--- config.mk ---
export PLATFORM = sky130hd
export DESIGN_NAME = mac_operand_feeder
export DESIGN_NICKNAME = d
export VERILOG_FILES = /design/src/rtl/mac_pkg.sv /design/src/rtl/mac_operand_fifo.sv /design/src/rtl/mac_operand_feeder.sv
export SDC_FILE = /design/constraint.sdc
export NUM_CORES = 1
export LEC_CHECK = 0
export BUFFER_PORTS_ARGS = -buffer_cell sky130_fd_sc_hd__buf_2
export CORE_MARGIN = 8
export CORE_UTILIZATION = 28
export CTS_CLUSTER_SIZE = 28
export DETAILED_ROUTE_END_ITERATION = 8
export SETUP_SLACK_MARGIN = 0.02
export SYNTH_ARGS = -nofsm -noshare
export SYNTH_HDL_FRONTEND = slang
export SYNTH_SLANG_ARGS = --single-unit
--- constraint.sdc ---
create_clock -name clk -period 3.21 [get_ports clk]
set_input_delay 0.1605 -clock clk [delete_from_list [all_inputs] [get_ports clk]]
set_output_delay 0.1605 -clock clk [all_outputs]
set_load 0.01 [all_outputs]
--- src/rtl/mac_pkg.sv ---
// Shared types for the MAC operand feeder: FSM states and the buffered operand pair.
package mac_pkg;

  localparam int unsigned DEFAULT_DATA_W = 8;

  typedef enum logic [1:0] {
    IDLE,
    STREAM,
    DRAIN,
    CLEAR
  } feeder_state_t;

  typedef struct packed {
    logic signed [DEFAULT_DATA_W-1:0] a;
    logic signed [DEFAULT_DATA_W-1:0] b;
  } operand_pair_t;

endpackage

--- src/rtl/mac_operand_fifo.sv ---
// Synchronous FIFO of operand pairs; pointers wrap modulo DEPTH (power of 2).
module mac_operand_fifo
  import mac_pkg::*;
#(
  parameter int unsigned DEPTH = 8
) (
  input  logic                         clk,
  input  logic                         reset_n,
  input  logic                         push,
  input  logic                         pop,
  input  operand_pair_t                wr_data,
  output operand_pair_t                rd_data,
  output logic                         full,
  output logic                         empty,
  output logic [$clog2(DEPTH+1)-1:0]   count
);

  localparam int unsigned PTR_W = $clog2(DEPTH);
  localparam int unsigned CNT_W = $clog2(DEPTH + 1);
  localparam logic [CNT_W-1:0] FULL_CNT = CNT_W'(DEPTH);

  operand_pair_t    mem [DEPTH];
  logic [PTR_W-1:0] wr_ptr;
  logic [PTR_W-1:0] rd_ptr;
  logic             do_push;
  logic             do_pop;

  assign full    = (count == FULL_CNT);
  assign empty   = (count == '0);
  assign do_push = push && !full;
  assign do_pop  = pop && !empty;
  assign rd_data = mem[rd_ptr];

  always_ff @(posedge clk or negedge reset_n) begin
    if (!reset_n) begin
      wr_ptr <= '0;
      rd_ptr <= '0;
      count  <= '0;
    end else begin
      if (do_push) wr_ptr <= wr_ptr + 1'b1;
      if (do_pop)  rd_ptr <= rd_ptr + 1'b1;
      case ({do_push, do_pop})
        2'b10:   count <= count + 1'b1;
        2'b01:   count <= count - 1'b1;
        default: count <= count;
      endcase
    end
  end

  always_ff @(posedge clk) begin
    if (do_push) mem[wr_ptr] <= wr_data;
  end

endmodule

--- src/rtl/mac_operand_feeder.sv ---
// Buffers operand pairs and streams VEC_LEN-pair dot products into the MAC, then
// drains and clears it. Define MAC_FEEDER_STATS_EN to add vec_count/bubble_count.
module mac_operand_feeder
  import mac_pkg::*;
#(
  parameter int unsigned DATA_W  = DEFAULT_DATA_W,
  parameter int unsigned DEPTH   = 8,
  parameter int unsigned VEC_LEN = 4,
  parameter int unsigned MAC_LAT = 3
) (
  input  logic                         clk,
  input  logic                         reset_n,
  input  logic [DATA_W-1:0]            in_a,
  input  logic [DATA_W-1:0]            in_b,
  input  logic                         in_valid,
  output logic                         in_ready,
  output logic [DATA_W-1:0]            mac_a,
  output logic [DATA_W-1:0]            mac_b,
  output logic                         mac_valid_in,
  output logic                         mac_clr,
  output logic                         vec_done,
  output logic [$clog2(DEPTH+1)-1:0]   fifo_count
`ifdef MAC_FEEDER_STATS_EN
  ,
  output logic [15:0]                  vec_count,
  output logic [15:0]                  bubble_count
`endif
);

  localparam int unsigned ELEM_W  = $clog2(VEC_LEN + 1);
  localparam int unsigned DRAIN_W = $clog2(MAC_LAT + 1);

  feeder_state_t      state;
  feeder_state_t      state_next;
  logic [ELEM_W-1:0]  elem_cnt;
  logic [ELEM_W-1:0]  elem_next;
  logic [DRAIN_W-1:0] drain_cnt;
  logic [DRAIN_W-1:0] drain_next;
  logic               pop;
  logic               push;
  logic               full;
  logic               empty;
  operand_pair_t      wr_pair;
  operand_pair_t      rd_pair;

  // in_ready is held low during reset so nothing is accepted until release.
  assign in_ready = reset_n && !full;
  assign push     = in_valid && in_ready;
  assign wr_pair  = '{a: in_a, b: in_b};
  assign mac_clr  = (state == CLEAR);
  assign vec_done = (state == CLEAR);

  mac_operand_fifo #(
    .DEPTH (DEPTH)
  ) u_fifo (
    .clk     (clk),
    .reset_n (reset_n),
    .push    (push),
    .pop     (pop),
    .wr_data (wr_pair),
    .rd_data (rd_pair),
    .full    (full),
    .empty   (empty),
    .count   (fifo_count)
  );

  always_ff @(posedge clk or negedge reset_n) begin
    if (!reset_n) begin
      state     <= IDLE;
      elem_cnt  <= '0;
      drain_cnt <= '0;
    end else begin
      state     <= state_next;
      elem_cnt  <= elem_next;
      drain_cnt <= drain_next;
    end
  end

  always_comb begin
    state_next = state;
    elem_next  = elem_cnt;
    drain_next = drain_cnt;
    pop        = 1'b0;
    unique case (state)
      IDLE: begin
        if (!empty) begin
          pop = 1'b1;
          if (VEC_LEN == 1) begin
            state_next = DRAIN;
            elem_next  = '0;
          end else begin
            state_next = STREAM;
            elem_next  = ELEM_W'(1);
          end
        end
      end
      STREAM: begin
        if (!empty) begin
          pop = 1'b1;
          if (elem_cnt == ELEM_W'(VEC_LEN - 1)) begin
            state_next = DRAIN;
            elem_next  = '0;
          end else begin
            elem_next = elem_cnt + 1'b1;
          end
        end
      end
      DRAIN: begin
        // Last pop was the edge entering DRAIN; MAC_LAT cycles later the clear starts.
        if (drain_cnt == DRAIN_W'(MAC_LAT - 1)) begin
          state_next = CLEAR;
          drain_next = '0;
        end else begin
          drain_next = drain_cnt + 1'b1;
        end
      end
      CLEAR: state_next = IDLE;
      default: state_next = IDLE;
    endcase
  end

  always_ff @(posedge clk or negedge reset_n) begin
    if (!reset_n) begin
      mac_a        <= '0;
      mac_b        <= '0;
      mac_valid_in <= 1'b0;
    end else begin
      mac_valid_in <= pop;
      if (pop) begin
        mac_a <= rd_pair.a;
        mac_b <= rd_pair.b;
      end else begin
        mac_a <= '0;
        mac_b <= '0;
      end
    end
  end

`ifdef MAC_FEEDER_STATS_EN
  always_ff @(posedge clk or negedge reset_n) begin
    if (!reset_n) begin
      vec_count    <= '0;
      bubble_count <= '0;
    end else begin
      if (state == CLEAR) vec_count <= vec_count + 1'b1;
      if (state == STREAM && empty && bubble_count != '1)
        bubble_count <= bubble_count + 1'b1;
    end
  end
`endif

endmodule

==> metrics.md, run 1 <==
| Metric | Value |
|---|---|
| Hold_ws | approximately 0.021 ns |
| Number of CTS-inserted buffers | 17 |
| CTS tree | built |
| Fin. max-slew vios | 0 |
| Status | complete, no violations |
| CTS root buf | clkbuf_16 |
| Post-route setup slack | 0.674 ns |
| First-pass GRT wire length | a little under 20000 µm |
| Period utilization | 79.0% |
| Chip width | 165 µm |
| Synth unique cells | 34 |
| CTS resizes | 0 |
| WL final | around 12000 µm |
| Post-CTS Setup Inserts | 0 |
| Slew @ Worst Pin | roughly 0.71 ns |
| Clock latency on the worst-skew pair | about 0.42 ns |
| Setup Skew | between 0.006 and 0.007 ns |
| Area occupied by multi-input gates | about 0.0014 mm² |
| Fin Setup TNS | 0 ns |
| Max-cap violations | 0 |
| R2R Setup Slk | between 0.6 and 0.7 ns |
| Post-Syn Area | a little over 0.006 mm² |
| Initial antenna violation count | 0 |
| Post-Syn Nets | between 300 and 400 |
| Post-Synth XOR/XNOR Area | 0.986% |
| Row cnt | 54 |
| # diodes | 0 |
| Die Ht | 165 µm |
| Area grow syn2layout | 22.2% |
| Max-slew headroom | ~52% |
| Mux contribution to synthesized area | about an eighth |
| Power density cells | approximately 910 mW/mm² |
| Grt ovf | 0 |
| Most common cell after layout, fill and taps aside | edfxtp_1 |
| Initial drt markers | 210 |
| Ratio of cells with drive above 1 in the final layout | a little over a third |
| Largest family of logic cells by synthesized area | multiplexers |
| Worst VDD drop | ~0.4 mV |
| Via/cell ratio | between 4 and 5 |
| GRT Overall Usage | about a tenth |
| Buffers on Ports | 42 |
| Synthesized netlist cell count | between 300 and 400 |
| Final Hold Vio Count | 0 |
| Synthesis-stage register bit count | between 150 and 200 |
| CP required | around 3.6 ns |
| CP Launch Type | flip-flop |
| Static leakage | 2.75 nW |
| Detailed Routing Iterations Pass 1 | 5 |
| Met1 Wirelength | about 5400 µm |
| RSZ-0062 raised after global routing | false |
| Ports | 43 |
| WL met3 | ~670 µm |
| WL/cell | 18.3 µm |
| F_max | 394 MHz |
| Drt drc | 0 |
| Post-Synth Simple-Gate Area | around 3% |
| Path type of the worst min-delay path | in2reg |
| Yosys warns | 0 |
| Layout Nets | approximately 410 |
| Overall Power | a little under 0.007 W |
| Clk slew on worst S/H paths | ~0.070 ns |
| Setup WS pre-CTS | ~0.69 ns |
| Synth Area in Compound Gates | around 3.9% |
| Starting Density | 28.5% |
| Clock sink count | between 150 and 200 |
| # fillers | just over 2k |
| DR WL met2 | approximately 6100 µm |
| Vias in the first global route | approximately 3.3k |
| CP Class | reg2reg |
| Reg area | approximately 0.0047 mm² |
| Adder-Cell Fraction of Synth Area | about 2.5% |
| Largest net degree at the start of global routing | 36 |
| Syn Area/Cell | between 20 and 25 µm² |
| Commonest cells after routing, fill and taps aside | 128 x edfxtp_1, 42 x buf_2, 33 x dfrtp_1 |
| Clock Path Buffers | 2 |
| DR vias | 2988 |
| Final setup violation count | 0 |
| Min Tclk post-route | roughly 2.5 ns |
| Worst path arrival time | approximately 2.9 ns |
| Antenna Nets Post-Route | 0 |
| Dpl hpwl | between 7000 and 8000 µm |
| Area of the core | approximately 0.022 mm² |
| Die area | between 0.02 and 0.03 mm² |
| RD Place Congestion | 0.745 |
| Seq/Total Area, Yosys | about three quarters |
| Worst Path Max Fanout | 7 |
| Top sig layer | met4 |
| CTS H-tree depth | 4 |
| Setup crit end kind | flip-flop |
[per-layer routing]
layer / vias up / track usage [%]
met4: 0 / 3.32
met2: 63 / 15.9
met3: 13 / 2.79
met5: - / 0
met1: 1539 / 12.2
li1: 1373 / -
[timing repair]
item                                    in CTS  in global routing
hold buffers                                 6                  0
endpoints found under the setup margin       0                  0
endpoints found under the hold margin       67                  0
[path summary, 6_finish.rpt]
path | cells past startpoint | endpoint | from
worst min register to register | 2 | u_fifo.rd_ptr[1] | u_fifo.rd_ptr[1]
max in group asynchronous | 3 | u_fifo.rd_ptr[0] | reset_n
min in group asynchronous | 3 | u_fifo.count[0] | reset_n
worst max-delay path | 9 | u_fifo.count[3] | u_fifo.count[0]
worst max register to register | 9 | u_fifo.count[3] | u_fifo.count[0]
worst min-delay path | 1 | u_fifo.mem[0][6] | in_b[6]
[critical path, cell delays in order (launching register included)]
cell	delay (ns)
dfrtp_1	0.46
or4_4	0.60
o21ai_4	0.14
inv_6	0.06
ha_1	0.23
ha_1	0.33
a21oi_1	0.17
a21oi_1	0.09
nor3_1	0.23
xor2_1	0.16
[cell type report]
class	instances	share of cell area, %
clock inverter	14	2.85
clock buffer	18	5.78
tap	280	4.61
timing repair buffer	67	5.76
inverter	9	0.510
multi-input combinational	125	18.7
sequential	162	61.8
[synth_stat cells]
library cell / instances / area share [%]
nor4_1: 1 / 0.10
dfrtp_1: 34 / 14
xor2_1: 3 / 0.42
ha_1: 11 / 2.2
nand3_1: 3 / 0.24
nand2_1: 12 / 0.72
mux2i_1: 1 / 0.16
mux2_2: 3 / 0.54
edfxtp_1: 128 / 62
buf_4: 1 / 0.12
o21ai_0: 5 / 0.40
mux4_2: 32 / 12
or4_4: 1 / 0.18
and3_1: 1 / 0.10
buf_8: 1 / 0.24
o211ai_1: 1 / 0.12
clkbuf_1: 4 / 0.24
a22o_1: 10 / 1.4
a211o_1: 1 / 0.14
nor2_1: 11 / 0.66
xnor2_1: 4 / 0.56
o21ai_4: 1 / 0.26
buf_6: 1 / 0.18
buf_2: 4 / 0.32
nand2b_1: 5 / 0.50
a21boi_0: 2 / 0.24
inv_1: 8 / 0.48
a21oi_1: 4 / 0.32
inv_6: 1 / 0.14
nor3_1: 5 / 0.40
and2_4: 1 / 0.14
a22o_2: 6 / 0.97
buf_1: 1 / 0.060
fa_1: 1 / 0.32
[kinds of logic after synthesis]
| logic type | count (synthesis) |
|---|---|
| buffers and inverters | 21 |
| and+or+nand+nor | 40 |
| AOI/OAI and AO/OA | 30 |
| DFF | 162 |
| xor gates and xnor gates | 7 |
| adders and majority gates | 12 |
| muxes | 36 |
[sequential cells by signal, summed over array words and instances (netlist names)]
name	flops
u_fifo.wr_ptr	3
u_fifo.rd_ptr	3
u_fifo.mem	128
drain_cnt	2
u_fifo.count	4
mac_valid_in	1
state	2
mac_a	8
mac_b	8
elem_cnt	3
[report_power, final]
part           leakage (nW)  internal [W]  switching, W  total, W
Clock                 0.319       0.00135      0.000869   0.00222
Combinational         0.853      0.000947      0.000963   0.00191
Sequential             1.58       0.00259      0.000227   0.00282
Total                  2.75       0.00489       0.00206   0.00695
[stage by stage]
stage	instance area, µm²	util [%]	instances
floorplan	6220	-	308
global placement	6890	31.6	637
detailed placement	6890	31.6	637
CTS	7600	34.8	675
global route	7600	34.8	675
finish	7600	34.8	675
Note: power is estimated with default switching activity, not from simulation.
==> run 2, diff against run 1 <==
Settings changed: ABC_AREA set to 1.
Clock period 3.21 ns to 2.2 ns, I/O delays scaled along.
==> run 2 against run 1 <==
  * Global-route usage up 0.49 points
  * Setup slack worse by 0.49 ns
  * Sequential power up 42%
  * Maximum frequency up 26%
  * Non-clock buffer count up 22
  * Design area up 14%
  * Combinational power up 120%
  * Register-to-register slack worse by 0.49 ns
  * Sequential share of layout area down 7.4 points
  * Critical path type unchanged
  * Largest cell class unchanged
==> metrics.md, run 2 <==
| Metric | Value |
|---|---|
| Die Ht | 176 µm (+6.5%) |
| DP Cell Count | 1072 (+68%) |
| Top sig layer | met4 |
| Synthesized netlist cell count | 699 (+130%) |
| Clock Path Buffers | 2 (unchanged) |
| Post-synth top area cell | edfxtp_1 |
| Synth unique cells | 30 (-12%) |
| Seq/Total Area, Yosys | 65.6% (-9.9 points) |
| RD Place Congestion | 0.748 (+0.35%) |
| Die area | 0.0309 mm² (+14%) |
| CTS root buf | clkbuf_16 |
| # fillers | 2548 (+24%) |
| First-pass GRT wire length | 24500 µm (+26%) |
| Vias in the first global route | 4580 (+37%) |
| Row cnt | 58 (+7.4%) |
| Commonest cells after routing, fill and taps aside | 179 x nand2_1, 144 x inv_1, 128 x edfxtp_1 |
| Post-synth EDFFs | 128 (unchanged) |
| WL met3 | 575 µm (-14%) |
| CP Launch Type | flip-flop |
| Detailed Routing Iterations Pass 1 | 5 (unchanged) |
| Static leakage | 3.92 nW (+42%) |
| Post-synth top area share | 53.7% (-8.1 points) |
| Worst VDD drop | 0.852 mV (+110%) |
| Max reg flops | 128 (unchanged) |
| Via/cell ratio | 4.18 (-5.6%) |
| Buffers on Ports | 42 (unchanged) |
| Layout Nets | 811 (+96%) |
| Period utilization | 91.7% (+13 points) |
| Post-route setup slack | 0.183 ns (-0.491 ns) |
| Most common cell after layout, fill and taps aside | nand2_1 |
| Largest net degree at the start of global routing | 66 (+83%) |
| Clock latency on the worst-skew pair | 0.43 ns (about the same) |
| Worst path arrival time | 2.33 ns (-0.55 ns) |
| GRT Overall Usage | 10.2% (+0.49 points) |
| WL/cell | 13.7 µm (-25%) |
| Drt drc | 0 (unchanged) |
| Final setup violation count | 0 (unchanged) |
| Synthesis-stage register bit count | 162 (unchanged) |
| Initial antenna violation count | 0 (unchanged) |
| Setup Skew | 0.00872 ns (+0.00193 ns) |
| Main synth FF type | edfxtp_1 |
| Dpl hpwl | 9250 µm (+17%) |
| Yosys warns | 0 (unchanged) |
| Status | complete, no violations |
| DR WL met2 | 7480 µm (+22%) |
| Initial drt markers | 268 (+28%) |
| Asr flop ratio synth | 21.0% (unchanged) |
| Setup crit end kind | flip-flop |
| Post-Syn Nets | 730 (+120%) |
| Top flop regs | u_fifo.mem: 128 flops, mac_a: 8 flops, mac_b: 8 flops |
| DP Area | 0.00786 mm² (+14%) |
| Synth cell count leaders | 179 x nand2_1, 145 x inv_1, 128 x edfxtp_1, 86 x nand3_1 |
| Min Tclk post-route | 2.02 ns (-0.519 ns) |
| CP Class | reg2reg |
| CP required | 2.51 ns (-1.04 ns) |
| RSZ-0062 raised after global routing | false |
| # diodes | 0 (unchanged) |
| Grt ovf | 0 (unchanged) |
| Starting Density | 28.5% (about the same) |
| Max-slew headroom | 68.1% (+16 points) |
| CTS H-tree depth | 4 (unchanged) |
| Met1 Wirelength | 7200 µm (+33%) |
| WL final | 15400 µm (+25%) |
| Finished Layout Cells | 1123 (+66%) |
| Post-Syn Area | 0.00715 mm² (+15%) |
| Final cell area excluding filler cells | 0.00864 mm² (+14%) |
| Setup WS pre-CTS | 0.0112 ns (-0.678 ns) |
| Top reg by flops | u_fifo.mem |
| Chip width | 176 µm (+6.5%) |
| Ports | 43 (unchanged) |
| Slew @ Worst Pin | 0.478 ns (-0.232 ns) |
| Syn Area/Cell | 10.2 µm² (-49%) |
| Area grow syn2layout | 20.8% |
| Area of the core | 0.0251 mm² (+15%) |
| Most frequent cell after synthesis | nand2_1 |
| Antenna Nets Post-Route | 0 (unchanged) |
| Synth top area cells | edfxtp_1 54%, dfrtp_1 12%, nand2_1 9.4%, inv_1 7.6%, nand3_1 6.0% |
| Fin. max-slew vios | 0 (unchanged) |
| CTS tree | built |
| Max-cap violations | 0 (unchanged) |
| Number of CTS-inserted buffers | 17 (unchanged) |
| Ratio of cells with drive above 1 in the final layout | 17.7% (-18 points) |
| Clk slew on worst S/H paths | 0.06 ns (about the same) |
| Worst Path Max Fanout | 4 (-3) |
| Power density cells | 1270 mW/mm² (+39%) |
| Clock sink count | 162 (unchanged) |
| Final Hold Vio Count | 0 (unchanged) |
| DR vias | 4692 (+57%) |
| F_max | 496 MHz (+26%) |
| Path type of the worst min-delay path | in2async |
run 2: area by class of cell:
class | count | area [µm²] | area share, %
flip-flops and latches | 162 | 4700 | 54.3
well taps | 330 | 413 | 4.78
multi-input cells | 362 | 1770 | 20.5
inverters | 148 | 563 | 6.51
clock inverters | 15 | 143 | 1.65
repair buffers | 89 | 633 | 7.32
clock buffers | 17 | 425 | 4.92
run 2: where the power goes:
group	total, W	internal, W	switching [W]
sequential	0.00400	0.00378	0.000227
clock	0.00281	0.00150	0.00132
combinational	0.00417	0.00151	0.00266
run 2: cell families after synthesis:
family                   after synthesis  synth area share [%]
AO/OA/AOI/OAI                         15                  1.14
XOR/XNOR                               5                 0.612
adder cells (fa/ha/maj)               12                  2.20
buffers and inverters                175                  10.3
flip-flops                           162                  65.6
AND/OR/NAND/NOR                      330                  20.2
run 2: final timing paths:
| check | from | endpoint | slack (ns) | cells past startpoint |
|---|---|---|---|---|
| max | state[0] | u_fifo.count[3] | 0.18 | 12 |
| min | reset_n | u_fifo.count[0] | 0.06 | 2 |
| max reg2reg | state[0] | u_fifo.count[3] | 0.18 | 12 |
| min reg2reg | elem_cnt[2] | elem_cnt[2] | 0.49 | 2 |
| max in group asynchronous | reset_n | u_fifo.rd_ptr[0] | 1.41 | 3 |
| min in group clk | elem_cnt[2] | elem_cnt[2] | 0.49 | 2 |
run 2: timing repair:
item,4_1_cts,5_1_grt
pin swaps,0,1
endpoints found under the setup margin,1,2
hold buffers,18,0
hold endpoints to repair,163,0
buffers inserted,0,1
resized for setup,1,3
gates cloned,0,0
run 2: routing by layer:
layer / up-vias / global-route usage [%]
li1: 2352 / -
met1: 2244 / 12.8
met2: 83 / 17.0
met3: 13 / 2.83
met4: 0 / 2.97
met5: - / 0
run 2: critical path: stages (launching register included):
cell,delay (ns)
dfrtp_1,0.42
ha_1,0.24
inv_1,0.09
nand2_1,0.10
nand2_4,0.11
inv_8,0.03
ha_4,0.17
ha_4,0.21
or2_2,0.30
nand2_1,0.07
nand2_1,0.05
nand3b_1,0.07
nand2_1,0.05
run 2: metrics by stage:
step / util [%] / TNS, ns / power, W / hold WS (ns)
final: 34.4 / 0 / 0.0110 / 0.0564
after global routing: 34.4 / 0 / 0.0118 / 0.0670
after CTS: 34.3 / 0 / 0.0110 / 0.0429
after detailed placement: 31.3 / 0 / 0.00815 / -0.0346
after global placement: 31.3 / 0 / 0.00806 / -0.0338
after floorplan: - / -9.54 / 0.00696 / -0.186
